**config.mk**
```make
export PLATFORM = sky130hd
export DESIGN_NAME = fb_op_sequencer
export DESIGN_NICKNAME = d
export VERILOG_FILES = /design/src/rtl/fb_op_sequencer.sv
export SDC_FILE = /design/constraint.sdc
export NUM_CORES = 1
export LEC_CHECK = 0
export CAP_MARGIN = 10
export CORE_ASPECT_RATIO = 1.5
export CORE_MARGIN = 1
export CORE_UTILIZATION = 46
export CTS_CLUSTER_DIAMETER = 50
export DETAILED_ROUTE_END_ITERATION = 8
export GPL_TIMING_DRIVEN = 1
export PLACE_DENSITY = 0.8
export SETUP_SLACK_MARGIN = 0.3
export SLEW_MARGIN = 20
export SYNTH_ARGS = -nofsm -noshare
export SYNTH_HDL_FRONTEND = slang
export SYNTH_SLANG_ARGS = --single-unit
```
**constraint.sdc**
```tcl
create_clock -name clk -period 2.1 [get_ports clk]
set_input_delay 0.21 -clock clk [delete_from_list [all_inputs] [get_ports clk]]
set_output_delay 0.21 -clock clk [all_outputs]
set_load 0.02 [all_outputs]
```
**src/rtl/fb_op_sequencer.sv**
```systemverilog
// Row-operation engine for the baby-VGA framebuffer: clear, fill, scroll up/down.
// Shares the framebuffer write port with direct CPU writes, which always win.
module fb_op_sequencer #(
   parameter int ROWS   = 16,
   parameter int WIDTH  = 32,
   parameter int ADDR_W = 4
) (
   input  logic              clk,
   input  logic              rst_n,
   input  logic              cmd_valid,
   output logic              cmd_ready,
   input  logic [1:0]        cmd_op,
   input  logic              cmd_sync,
   input  logic [WIDTH-1:0]  cmd_data,
   input  logic              abort,
   input  logic              vblank,
   input  logic              cpu_wr_en,
   input  logic [ADDR_W-1:0] cpu_wr_addr,
   input  logic [WIDTH-1:0]  cpu_wr_data,
   output logic              fb_wr_en,
   output logic [ADDR_W-1:0] fb_wr_addr,
   output logic [WIDTH-1:0]  fb_wr_data,
   output logic [ADDR_W-1:0] fb_rd_addr,
   input  logic [WIDTH-1:0]  fb_rd_data,
   output logic              busy,
   output logic              done
);

   typedef enum logic [2:0] {IDLE, WAIT_VB, READ, WRITE, FINAL, DONE} state_t;

   localparam logic [1:0]        OP_CLEAR = 2'b00;
   localparam logic [1:0]        OP_DOWN  = 2'b11;
   localparam logic [ADDR_W-1:0] ONE      = ADDR_W'(1);
   localparam logic [ADDR_W-1:0] LAST_ROW = ADDR_W'(ROWS - 1);
   localparam logic [ADDR_W-1:0] PENULT   = ADDR_W'(ROWS - 2);

   state_t              state, state_nxt;
   logic [1:0]          op_q;
   logic [WIDTH-1:0]    data_q;
   logic [ADDR_W-1:0]   row;
   logic [WIDTH-1:0]    rd_hold;
   logic                have_rd;
   logic                accept;
   logic                seq_wr;
   logic                seq_go;
   logic [WIDTH-1:0]    seq_data;

   assign accept = cmd_valid && cmd_ready;

   always_ff @(posedge clk) begin
      if (!rst_n) state <= IDLE;
      else        state <= state_nxt;
   end

   // Scroll ends on a row compare (penultimate row up, row 1 down); the
   // following +/-1 step lands exactly on the row FINAL must write.
   always_comb begin
      state_nxt = state;
      case (state)
         IDLE: begin
            if (accept) begin
               if (cmd_sync && !vblank) state_nxt = WAIT_VB;
               else                     state_nxt = cmd_op[1] ? READ : FINAL;
            end
         end
         WAIT_VB: begin
            if (abort)       state_nxt = IDLE;
            else if (vblank) state_nxt = op_q[1] ? READ : FINAL;
         end
         READ: state_nxt = abort ? IDLE : WRITE;
         WRITE: begin
            if (abort) state_nxt = IDLE;
            else if (seq_go)
               state_nxt = (row == ((op_q == OP_DOWN) ? ONE : PENULT)) ? FINAL : READ;
         end
         FINAL: begin
            if (abort) state_nxt = IDLE;
            else if (seq_go && (op_q[1] || row == LAST_ROW)) state_nxt = DONE;
         end
         DONE:    state_nxt = IDLE;
         default: state_nxt = IDLE;
      endcase
   end

   // A stalled WRITE keeps the first-returned read data, since the read
   // port no longer points at the source row once READ is left.
   always_ff @(posedge clk) begin
      if (!rst_n) begin
         op_q    <= '0;
         data_q  <= '0;
         row     <= '0;
         rd_hold <= '0;
         have_rd <= 1'b0;
      end else begin
         if (accept) begin
            op_q   <= cmd_op;
            data_q <= cmd_data;
            row    <= (cmd_op == OP_DOWN) ? LAST_ROW : '0;
         end else if (seq_go) begin
            row <= (state == WRITE && op_q == OP_DOWN) ? row - ONE : row + ONE;
         end
         if (state == WRITE && state_nxt == WRITE) begin
            if (!have_rd) begin
               rd_hold <= fb_rd_data;
               have_rd <= 1'b1;
            end
         end else begin
            have_rd <= 1'b0;
         end
      end
   end

   always_comb begin
      cmd_ready  = (state == IDLE) && !abort;
      busy       = (state != IDLE) && (state != DONE);
      done       = (state == DONE);
      fb_rd_addr = '0;
      if (state == READ) fb_rd_addr = (op_q == OP_DOWN) ? row - ONE : row + ONE;
      seq_wr   = ((state == WRITE) || (state == FINAL)) && !abort;
      seq_go   = seq_wr && !cpu_wr_en;
      seq_data = '0;
      if (state == WRITE)        seq_data = have_rd ? rd_hold : fb_rd_data;
      else if (op_q != OP_CLEAR) seq_data = data_q;
      fb_wr_en   = cpu_wr_en || seq_wr;
      fb_wr_addr = '0;
      fb_wr_data = '0;
      if (cpu_wr_en) begin
         fb_wr_addr = cpu_wr_addr;
         fb_wr_data = cpu_wr_data;
      end else if (seq_wr) begin
         fb_wr_addr = row;
         fb_wr_data = seq_data;
      end
   end

endmodule

```
# Yosys cells after proc, flatten, opt, wreduce, memory -nomap -nowiden
# Cells that the tools add are included.
# totals
regBits,74
input_bits,109
out_inout_bits,44
# op_classes
addsub,2
eq_ne,11
mux,28
n_reduce_logical,19
# op_table
operator,count
2-to-1 mux 32 bit,5
2-to-1 mux 4 bit,9
2-to-1 mux 3 bit,11
one-hot mux 3 bit (5 select lines),1
equality test 3 x 2 -> 1 bit (second input constant),3
logical AND 1 bit,9
equality test 3 bit (second input constant),2
adder 4 x 1 -> 4 bit (second input constant),1
equality test 2 bit (second input constant),2
equality test 4 bit,1
equality test 4 bit (second input constant),1
nonzero test 2 bit,2
subtractor 4 x 1 -> 4 bit (second input constant),1
equality test 3 x 1 -> 1 bit (second input constant),1
zero test 1 bit,3
zero test 3 bit,1
logical OR 1 bit,3
!= test 3 bit (second input constant),1
nonzero test 3 bit,1
2-to-1 mux 2 bit,1
2-to-1 mux 1 bit,1

# Logic depth before layout (Yosys ltp)
# Gate-level depths: netlist of the first run.
# logic_depth
depth_word,11
depth_mapped,7
depth_no_buf,6

# Worst setup path before layout of the first run
# Ideal clock, no wire load.
# synth_path
kind,register to output
startpoint,register state[2]
endpoint,output port fb_wr_addr[0]
arrival_time_ns,1.418
setup_slack_ns,0.472
stages_incl_launch_ff,7
path_buffers,3
path_cell_list,dfxtp_1 buf_4 and3b_2 o21a_1 buf_6 buf_2 a22o_1
# synth_between
elab_chain_cells,5
# synth_lines
item,line_no,rtl
from (decl),37,"state_t state, state_nxt;"
from (signal assigned),52,else state <= state_nxt;
equality test 3 x 2 -> 1 bit / equality test 3 bit (equally long branches),119,seq_wr = ((state == WRITE) || (state == FINAL)) && !abort;
logical OR 1 bit *,119,
logical AND 1 bit *,119,
2-to-1 mux 4 bit *,130,end else if (seq_wr) begin
2-to-1 mux 4 bit *,127,if (cpu_wr_en) begin
to (decl),21,"output logic [ADDR_W-1:0] fb_wr_addr,"
# Every way passes the cells marked *; elsewhere a longest branch is shown, timed or not.

# Worst setup path in the final report of the first run
# layout_path
startpoint,register state[1]
endpoint,output port fb_wr_data[20]
# layout_between
elab_chain_cells,5
# layout_lines
item,line_no,rtl
equality test 3 x 2 -> 1 bit / equality test 3 bit (equally long branches),"119, 122",
logical OR 1 bit,119,
logical AND 1 bit,119,
2-to-1 mux 32 bit *,130,
2-to-1 mux 32 bit *,127,
to (decl),22,"output logic [WIDTH-1:0] fb_wr_data,"
# Marked as above.

==> metrics.csv, run 1 <==
stage,metric,value,unit
detailed_routing,Pre-antenna DRT Iters,5,
detailed_routing,DRT Wirelength,13.9,mm
setup_path,worst reg2reg setup slack,0.14,ns
synthesis,Syn Area/Cell,7.98,sq um
timing,Final setup viols,0,
setup_path,CP arrival,1.82,ns
setup_path,crit path cell chain,"and3b_2, o21a_4, buf_12, buf_12, a22o_1, buf_6",
detailed_routing,Residual DRC,0,
die,core box area,9200,sq um
grt,met1 usage,29.2,%
power,total leakage power,2.53,nW
timing,Final Hold Fails,0,
die,I/O pins,153,
synthesis,Mapped Area,4350,sq um
grt,largest net degree at the start of global routing,52,
setup_path,Worst Path Required,1.89,ns
placed_design,cell area after placement,6100,sq um
placed_design,HPWL after DPL,9.45,mm
die,Die Y-Extent,121,um
synthesis,Synthesis Warnings,0,
setup_path,CP startpoint kind,flop,
final_layout,multi-input combinational cell area,2650,sq um
setup_path,worst-path maximum fanout,8,
setup_path,worst setup path endpoint,fb_wr_data[20],
clock_network,clk root buf,clkbuf_16,
grt,vias in the first global route,4573,
run_status,status,finished clean,
clock_network,worst skew pair latency,0.34,ns
clock_network,hold buffer count at cts,0,
power,Pwr Total,3.61,mW
clock_network,CTS buffer count,9,
clock_network,H-Tree Depth,3,
detailed_routing,Via Count,4707,
synthesis,#FFs+latches synth,74,
die,full die area,9860,sq um
setup_path,Worst Setup End Kind,primary output,
clock_network,CTS sink count,74,
setup_path,critical path buffer and inverter count,3,
final_layout,final instance area,6750,sq um
clock_network,CTS tree,done,
timing,Tcrit/Tclk final,96.5,%
synthesis,async set-reset flop share out of synthesis,0,%
synthesis,Synth Flop Type,dfxtp_1,
timing,Max Fclk,494,MHz
setup_path,FF-to-FF Start,state[1]$_SDFF_PN0_,
synthesis,top cell type's share of synthesized area,34.1,%
die,Initial Utilization,47.3,%
final_layout,FILL cells,698,
synthesis,"Seq/Total Area, Yosys",34.1,%
final_layout,Layout Area Growth over Synthesis,55.1,%
detailed_routing,wire per inst,16.7,um
final_layout,Ant. Diodes,0,
final_layout,nets,832,
grt,Tot GR Track Use,28.2,%
die,Die Wd,81.4,um
grt,initial antenna violation count,0,
grt,global-route wire length before repair,21.2,mm
synthesis,"top cells by area, synth","dfxtp_1 34%, nand2_1 12%, mux2i_1 7.6%",
synthesis,largest area contributor in the netlist,dfxtp_1,
setup_path,critical path's top delay family,compound AO/OA/AOI/OAI gates,
timing,final hold slack,0.343,ns
worst_hold_path,worst min path class,in -> reg,
power,pwr dens,535,nW/um^2
setup_path,Setup CP Type,reg -> out,
setup_path,WP depth,6,
grt,grt peak-use layer,met2,
setup_path,Reg2Reg Depth,8,
setup_path,reg-to-reg critical path endpoint,row[2]$_SDFFE_PN0P_,
timing,RSZ-0062 raised after global routing,yes,
setup_path,crit path from,state[1]$_SDFF_PN0_,
synthesis,Gate Count Post-Synth,545,
power,Peak VDD IR,0.658,mV
final_layout,layout cell share with drive strength beyond 1,21.4,%
detailed_routing,"antenna viol nets, final",0,
synthesis,Post-synth EDFFs,0,
timing,relative slew slack,72.4,%
placed_design,Placer Congestion,0.853,
grt,met3 Track Usage GR,4.06,%
grt,met2 usage,53.1,%
synthesis,Cell variety after synth,51,
final_layout,FF+latch area,1500,sq um
timing,Setup Skew,0.00383,ns
timing,worst-margin pin slew,0.414,ns
synthesis,Mapped Nets,658,
worst_hold_path,hold_sp,rst_n,
timing,Setup TNS,0,ns
timing,minimum clock period,2.03,ns
grt,GRT overflow,0,
setup_path,max incr delay on CP,0.37,ns
die,Std-Cell Rows,43,
setup_path,Worst path slowest cell,dfxtp_4,
job,MaxCap Viol Count,0,
setup_path,"most used cell, CP",buf_12,
detailed_routing,vias per cell,5.64,
detailed_routing,Iter 0 DRT Violations,252,
clock_network,register clock-pin slew on the reported worst setup and hold paths,0.06,ns
timing,Final Max Tran Viols,0,
placed_design,quantity of I/O buffers inserted on ports,152,
clock_network,CTS Buffer Depth,2,
==> registers in the layout, indices dropped and copies added, names as in the netlist <==
name     count
row          4
rd_hold     32
state        3
data_q      32
have_rd      1
op_q         2
==> power by group <==
part           internal [mW]  switching, mW
sequential              1.44         0.0284
combinational          0.414          0.310
clock                  0.851          0.562
==> through the flow <==
| stage | cells | setup slack, ns | utilization, % |
|---|---|---|---|
| 4_1_cts | 823 | 0.0803 | 70.6 |
| 2_1_floorplan | 545 | 0.472 | - |
| 6_report | 835 | 0.0739 | 73.3 |
| 3_3_place_gp | 797 | -0.0367 | 66.3 |
| 3_5_place_dp | 797 | -0.0499 | 66.3 |
| 5_1_grt | 835 | 0.0308 | 73.3 |
==> cell usage in the layout (no fill, tap or decap), types with 8 or more instances in the layout <==
master	count
a21boi_1	42
a22o_1	36
buf_12	8
o21ai_1	9
dfxtp_1	66
o21ai_0	26
clkdlybuf4s50_1	107
clkbuf_16	10
a21oi_1	9
a21boi_0	24
nand3_1	35
nand2_1	137
nor2_1	13
buf_4	44
buf_6	45
mux2i_1	33
==> final cells by class <==
| type | count | share of cell area, % |
|---|---|---|
| repair buffers | 213 | 32.1 |
| well taps | 112 | 2.08 |
| clock inverters | 3 | 0.223 |
| clock buffers | 12 | 3.80 |
| multi-input cells | 416 | 39.3 |
| inverters | 5 | 0.278 |
| flip-flops and latches | 74 | 22.3 |
==> synthesized netlist by cell type (9+ instances only) <==
master,instances
a21boi_0,25
o21ai_0,33
buf_2,14
a21oi_1,9
a22o_1,36
nand3_1,35
dfxtp_1,74
nand2_1,139
a21boi_1,41
nor2_1,13
clkbuf_1,26
mux2i_1,33
==> kinds of logic (layout without fill, tap and decap cells) <==
| kind of cell | count (synthesis) | count (layout) | share of synthesized area (%) |
|---|---|---|---|
| multiplexers | 34 | 34 | 7.94 |
| adder cells (fa/ha/maj) | 4 | 4 | 1.15 |
| AND/OR/NAND/NOR | 211 | 212 | 22.1 |
| buffers and inverters | 56 | 233 | 6.79 |
| flip-flops | 74 | 74 | 34.1 |
| XOR/XNOR | 6 | 6 | 1.38 |
| AO/OA/AOI/OAI | 160 | 160 | 26.6 |
==> metal layers <==
| metal | share of wire, % | up-vias |
|---|---|---|
| met5 | 0 | - |
| met4 | 3.8 | 0 |
| met3 | 4.9 | 40 |
| met2 | 54 | 171 |
| met1 | 37 | 2248 |
| li1 | - | 2248 |
==> repair_timing <==
item / in CTS / in global routing
resized for setup: 223 / 72
buffers inserted: 9 / 11
pin swaps: 5 / 8
gates cloned: 2 / 1
endpoints found under the setup margin: 46 / 62
hold endpoints to repair: 0 / 0
==> how the worst min path moves through the flow <==
stage,end,slack (ns),depth (start not counted)
finish,data_q[24]$_SDFFE_PN0N_,0.34,2
global route,data_q[24]$_SDFFE_PN0N_,0.36,2
CTS,data_q[24]$_SDFFE_PN0N_,0.34,2
detailed placement,rd_hold[18]$_SDFFE_PN0P_,0.45,2
global placement,rd_hold[24]$_SDFFE_PN0P_,0.44,2
floorplan,state[1]$_SDFF_PN0_,0.34,2
No activity file was read; power rests on OpenSTA's default activity.
==> inputs of run 2 (changes only) <==
clock period = 2.3 ns   (was 2.1 ns; I/O delays follow)
==> metrics.csv, run 2 (synthesis results as in run 1) <==
stage,metric,value,unit,change
job,MaxCap Viol Count,0,,unchanged
placed_design,Post-Place Setup Slack,0.0512,ns,was -0.0499 ns
timing,Final Max Tran Viols,0,,unchanged
setup_path,Setup CP Type,reg -> out,,unchanged
power,Pwr Total,3.25,mW,was 3.61 mW
grt,vias in the first global route,4473,,was 4573
clock_network,clk root buf,clkbuf_16,,unchanged
detailed_routing,Via Count,4489,,was 4707
timing,Setup TNS,0,ns,unchanged
grt,largest net degree at the start of global routing,39,,was 52
final_layout,nets,807,,was 832
detailed_routing,Residual DRC,0,,unchanged
die,I/O pins,153,,unchanged
final_layout,most frequent cells in the layout,"138 x nand2_1, 108 x clkdlybuf4s50_1, 67 x dfxtp_1",,"was 137 x nand2_1, 107 x clkdlybuf4s50_1, 66 x dfxtp_1"
timing,Final setup viols,0,,unchanged
detailed_routing,wire per inst,16.2,um,was 16.7 um
timing,Setup Skew,0.00346,ns,was 0.00383 ns
setup_path,Worst Path Required,2.07,ns,was 1.89 ns
grt,Tot GR Track Use,27.9,%,was 28.2%
grt,initial antenna violation count,0,,unchanged
clock_network,worst skew pair latency,0.33,ns,was 0.34 ns
die,Die Wd,81.4,um,unchanged
final_layout,layout cell share with drive strength beyond 1,16.3,%,was 21.4%
placed_design,Placer Congestion,0.881,,was 0.853
setup_path,worst-path maximum fanout,29,,was 8
clock_network,CTS sink count,74,,unchanged
die,core box area,9200,sq um,unchanged
timing,minimum clock period,1.96,ns,
grt,GRT overflow,0,,unchanged
final_layout,FILL cells,759,,was 698
timing,Setup WS post-layout,0.340,ns,was 0.0739 ns
grt,global-route wire length before repair,21.1,mm,was 21.2 mm
setup_path,CP arrival,1.73,ns,was 1.82 ns
final_layout,Layout Area Growth over Synthesis,42.9,%,was 55.1%
power,total leakage power,2.33,nW,was 2.53 nW
clock_network,H-Tree Depth,3,,unchanged
final_layout,Top Registers,"data_q (32), rd_hold (32), row (4)",,unchanged
die,Std-Cell Rows,43,,unchanged
timing,Final Hold Fails,0,,unchanged
worst_hold_path,worst min path class,in -> reg,,unchanged
die,full die area,9860,sq um,unchanged
timing,Tcrit/Tclk final,85.2,%,
final_layout,FF+latch area,1500,sq um,about the same
clock_network,CTS buffer count,9,,unchanged
timing,worst-margin pin slew,0.615,ns,was 0.414 ns
die,Die Y-Extent,121,um,unchanged
placed_design,quantity of I/O buffers inserted on ports,152,,unchanged
timing,relative slew slack,59.0,%,was 72.4%
final_layout,Ant. Diodes,0,,unchanged
placed_design,HPWL after DPL,9.31,mm,was 9.45 mm
final_layout,multi-input combinational cell area,2590,sq um,was 2650 sq um
placed_design,Placed Cells,789,,was 797
clock_network,CTS Buffer Depth,2,,unchanged
setup_path,Worst Setup End Kind,primary output,,unchanged
final_layout,post-route insts no fill,811,,was 835
detailed_routing,"antenna viol nets, final",0,,unchanged
power,pwr dens,523,nW/um^2,was 535 nW/um^2
detailed_routing,Pre-antenna DRT Iters,5,,unchanged
die,Initial Utilization,47.3,%,unchanged
timing,Max Fclk,510,MHz,
detailed_routing,DRT Wirelength,13.2,mm,was 13.9 mm
setup_path,CP startpoint kind,flop,,unchanged
clock_network,register clock-pin slew on the reported worst setup and hold paths,0.06,ns,about the same
timing,RSZ-0062 raised after global routing,no,,was yes
run_status,status,finished clean,,unchanged
power,Peak VDD IR,0.484,mV,was 0.658 mV
clock_network,CTS tree,done,,unchanged
timing,final hold slack,0.447,ns,was 0.343 ns
detailed_routing,vias per cell,5.54,,was 5.64
final_layout,"commonest non-fill, non-tap cell in the layout",nand2_1,,unchanged
detailed_routing,Iter 0 DRT Violations,229,,was 252
## run 2: cell count changes in the layout (fill, tap and decap cells not counted), sizes merged
| cell | change |
|---|---|
| clkdlybuf4s50 | +1 |
| buf | -28 |
| dlygate4sd2 | +5 |
| clkinv | -1 |
| clkdlybuf4s15 | -1 |
## run 2: area by class of cell
cell class	count	area share, %
Clock inverter	2	0.161
Inverter	5	0.302
Tap cell	112	2.26
Timing Repair Buffer	188	27.1
Clock buffer	14	4.41
Sequential cell	74	24.1
Multi-Input combinational cell	416	41.7
## run 2: repair_timing
action | CTS | global route
cloned | 1 | 0
endpoints found under the setup margin | 43 | 6
gates resized for setup | 165 | 7
hold buffers | 0 | 0
buffers inserted | 5 | 0
pin swaps | 3 | 0
## run 2: critical path, cell delays in order (launching register included)
cell and delay, ns:
dfxtp_4 0.37, and3b_2 0.24, o21a_2 0.25, buf_12 0.17, a22o_1 0.20, buf_2 0.16
## run 2: report_power, final
group	switching [mW]	leakage [nW]	internal [mW]
Clock	0.498	0.143	0.815
Combinational	0.265	1.59	0.327
Sequential	0.0263	0.604	1.32
Total	0.790	2.33	2.46
## run 2: path summary, 6_finish.rpt
kind | slack [ns] | endpoint | cells past startpoint | start
worst max-delay path | 0.34 | fb_wr_data[29] | 5 | state[0]$_SDFF_PN0_
worst min-delay path | 0.45 | data_q[22]$_SDFFE_PN0N_ | 3 | cmd_data[22]
worst max register to register | 0.51 | state[1]$_SDFF_PN0_ | 7 | state[1]$_SDFF_PN0_
worst min register to register | 0.45 | rd_hold[4]$_SDFFE_PN0P_ | 2 | rd_hold[4]$_SDFFE_PN0P_
## run 2: metrics by stage
stage,util (%),area [sq um]
global route,67.5,6210
global placement,65.6,6040
floorplan,-,4350
CTS,67.6,6220
detailed placement,65.6,6040
finish,67.5,6210
## run 2: per-layer routing
layer | part of all wire [%] | GRT usage [%] | up-vias
li1 | - | - | 2198
met1 | 38 | 30.1 | 2122
met2 | 54 | 50.9 | 140
met3 | 4.6 | 4.66 | 29
met4 | 3.1 | 13.2 | 0
met5 | 0 | 0 | -
==> inputs of run 3 (changes only) <==
CORE_MARGIN = 3   (was 1)
SLEW_MARGIN = 10   (was 20)
==> metrics.csv, run 3 (synthesis results as in run 1) <==
stage,metric,value,unit,change
die,I/O pins,153,,unchanged
final_layout,Layout Area Growth over Synthesis,48.6,%,was 42.9%
timing,Final Max Tran Viols,0,,unchanged
power,total leakage power,2.40,nW,was 2.33 nW
clock_network,CTS tree,done,,unchanged
clock_network,clk root buf,clkbuf_16,,unchanged
final_layout,post-route insts no fill,813,,was 811
die,Die Y-Extent,125,um,was 121 um
die,Initial Utilization,48.1,%,was 47.3%
final_layout,Ant. Diodes,0,,unchanged
detailed_routing,Pre-antenna DRT Iters,5,,unchanged
detailed_routing,Iter 0 DRT Violations,252,,was 229
placed_design,Placed Cells,782,,was 789
power,pwr dens,499,nW/um^2,was 523 nW/um^2
worst_hold_path,hold path endpoint,rd_hold[10]$_SDFFE_PN0P_,,was data_q[22]$_SDFFE_PN0N_
clock_network,H-Tree Depth,3,,unchanged
worst_hold_path,worst min path class,in -> reg,,unchanged
grt,vias in the first global route,4392,,was 4473
job,MaxCap Viol Count,0,,unchanged
setup_path,critical path's top delay family,buffers and inverters,,was compound AO/OA/AOI/OAI gates
die,Die Wd,85.4,um,was 81.4 um
final_layout,most frequent cells in the layout,"137 x nand2_1, 107 x clkdlybuf4s50_1, 67 x dfxtp_1",,"was 138 x nand2_1, 108 x clkdlybuf4s50_1, 67 x dfxtp_1"
grt,initial antenna violation count,0,,unchanged
final_layout,Top Registers,"data_q (32), rd_hold (32), row (4)",,unchanged
final_layout,nets,811,,was 807
setup_path,critical path buffer and inverter count,4,,was 2
setup_path,FF-to-FF Start,state[0]$_SDFF_PN0_,,was state[1]$_SDFF_PN0_
detailed_routing,DRT Wirelength,14.2,mm,was 13.2 mm
worst_hold_path,Worst Hold Path Cells,2,,was 3
timing,relative slew slack,73.3,%,was 59.0%
clock_network,hold buffer count at cts,0,,unchanged
die,full die area,10700,sq um,was 9860 sq um
detailed_routing,Via Count,4612,,was 4489
timing,Setup Skew,0.00392,ns,was 0.00346 ns
timing,worst-margin pin slew,0.400,ns,was 0.615 ns
setup_path,Worst Setup End Kind,primary output,,unchanged
grt,global-route wire length before repair,21.6,mm,was 21.1 mm
timing,Setup TNS,0,ns,unchanged
setup_path,Reg2Reg Depth,10,,was 7
clock_network,CTS buffer count,9,,unchanged
setup_path,crit path cell chain,"buf_8, nor3b_4, o21a_4, buf_12, clkbuf_16, a22o_1, buf_6",,"was and3b_2, o21a_2, buf_12, a22o_1, buf_2"
final_layout,FILL cells,718,,was 759
die,Std-Cell Rows,42,,was 43
detailed_routing,Residual DRC,0,,unchanged
grt,largest net degree at the start of global routing,47,,was 39
timing,Tcrit/Tclk final,88.5,%,was 85.2%
detailed_routing,wire per inst,17.5,um,was 16.2 um
clock_network,CTS sink count,74,,unchanged
placed_design,HPWL after DPL,9.11,mm,was 9.31 mm
setup_path,reg-to-reg critical path endpoint,row[3]$_SDFFE_PN0P_,,was state[1]$_SDFF_PN0_
setup_path,CP arrival,1.80,ns,was 1.73 ns
setup_path,CP startpoint kind,flop,,unchanged
timing,Final setup viols,0,,unchanged
final_layout,"commonest non-fill, non-tap cell in the layout",nand2_1,,unchanged
placed_design,Placer Congestion,0.839,,was 0.881
setup_path,Worst Path Required,2.07,ns,about the same
grt,Tot GR Track Use,25.1,%,was 27.9%
timing,RSZ-0062 raised after global routing,yes,,was no
clock_network,CTS Buffer Depth,2,,unchanged
clock_network,worst skew pair latency,0.33,ns,about the same
setup_path,worst-path maximum fanout,8,,was 29
worst_hold_path,hold_sp,rst_n,,was cmd_data[22]
power,Peak VDD IR,0.403,mV,was 0.484 mV
run_status,status,finished clean,,unchanged
timing,Max Fclk,491,MHz,was 510 MHz
timing,Final Hold Fails,0,,unchanged
die,core box area,9040,sq um,was 9200 sq um
placed_design,quantity of I/O buffers inserted on ports,152,,unchanged
final_layout,layout cell share with drive strength beyond 1,16.9,%,was 16.3%
setup_path,Worst path slowest cell,dfxtp_4,,unchanged
timing,minimum clock period,2.03,ns,was 1.96 ns
grt,GRT overflow,0,,unchanged
setup_path,Setup CP Type,reg -> out,,unchanged
detailed_routing,"antenna viol nets, final",0,,unchanged
detailed_routing,vias per cell,5.67,,was 5.54
setup_path,max incr delay on CP,0.36,ns,was 0.37 ns
clock_network,register clock-pin slew on the reported worst setup and hold paths,0.05,ns,was 0.06 ns
setup_path,worst reg2reg setup slack,0.37,ns,was 0.51 ns
-- run 3: changes by cell type in the layout (fill, tap and decap cells not counted), moves of 2 or more --
cell           previous run  this run
clkbuf_8                  3         1
buf_2                    37        13
clkbuf_2                  1         3
dfxtp_4                   2         5
dlygate4sd2_1             6         4
o21ai_0                  26        32
clkbuf_16                 9        12
clkbuf_1                  2         4
o21ai_1                  10         4
dfxtp_2                   5         2
buf_6                     1        25
-- run 3: through the flow --
stage	total power [mW]	util [%]	setup WS (ns)	instance area, sq um	hold WS, ns
floorplan	1.64	-	0.652	4350	0.361
global placement	1.96	66.2	0.191	5980	0.440
detailed placement	1.97	66.2	0.148	5980	0.444
CTS	3.22	70.4	0.181	6360	0.353
global route	3.34	71.5	0.208	6460	0.382
finish	3.23	71.5	0.265	6460	0.358
-- run 3: what timing repair did --
| action | in CTS | in global routing |
|---|---|---|
| pin swaps | 1 | 6 |
| gates resized for setup | 173 | 54 |
| setup buffers | 8 | 3 |
| cloned | 1 | 3 |
| setup endpoints to repair | 43 | 46 |
-- run 3: power by group --
group | internal, mW | switching, mW | total [mW]
clock network | 0.759 | 0.506 | 1.27
logic | 0.349 | 0.272 | 0.620
registers | 1.32 | 0.0263 | 1.34
total | 2.42 | 0.804 | 3.23
-- run 3: layout make-up --
cell class                      instances  area, sq um  share of cell area, %
Inverter                                5         18.8                  0.290
Clock buffer                           14          254                   3.93
Sequential cell                        74         1500                   23.3
Tap cell                              110          138                   2.13
Clock inverter                          2         12.5                  0.194
Multi-Input combinational cell        415         2590                   40.1
Timing Repair Buffer                  193         1940                   30.1
-- run 3: per-layer routing --
metal / share of wire (%) / global-route usage [%] / vias to the layer above
met3: 6.2 / 5.13 / 35
met5: 0 / 0 / -
li1: - / - / 2209
met1: 39 / 29.5 / 2186
met2: 52 / 44.8 / 182
met4: 3.5 / 8.11 / 0
-- run 3: worst register-to-register path, delay by kind of cell, from the launching register on --
| family | cells | cell delay [ns] |
|---|---|---|
| DFF | 1 | 0.36 |
| AOI/OAI and AO/OA | 3 | 0.46 |
| buffers and inverters | 5 | 0.68 |
| xor gates and xnor gates | 1 | 0.15 |
| and+or+nand+nor | 1 | 0.22 |
-- run 3: how the worst max path moves through the flow --
stage | start | to | slack [ns] | cells after the start
after detailed placement | abort | fb_wr_data[16] | 0.15 | 6
after floorplan | state[2]$_SDFF_PN0_ | fb_wr_addr[0] | 0.65 | 6
final | state[0]$_SDFF_PN0_ | fb_wr_data[30] | 0.27 | 7
after global placement | op_q[1]$_SDFFE_PN0N_ | fb_wr_data[22] | 0.19 | 6
after CTS | state[1]$_SDFF_PN0_ | fb_wr_data[16] | 0.18 | 6
after global routing | state[0]$_SDFF_PN0_ | fb_wr_data[31] | 0.21 | 7
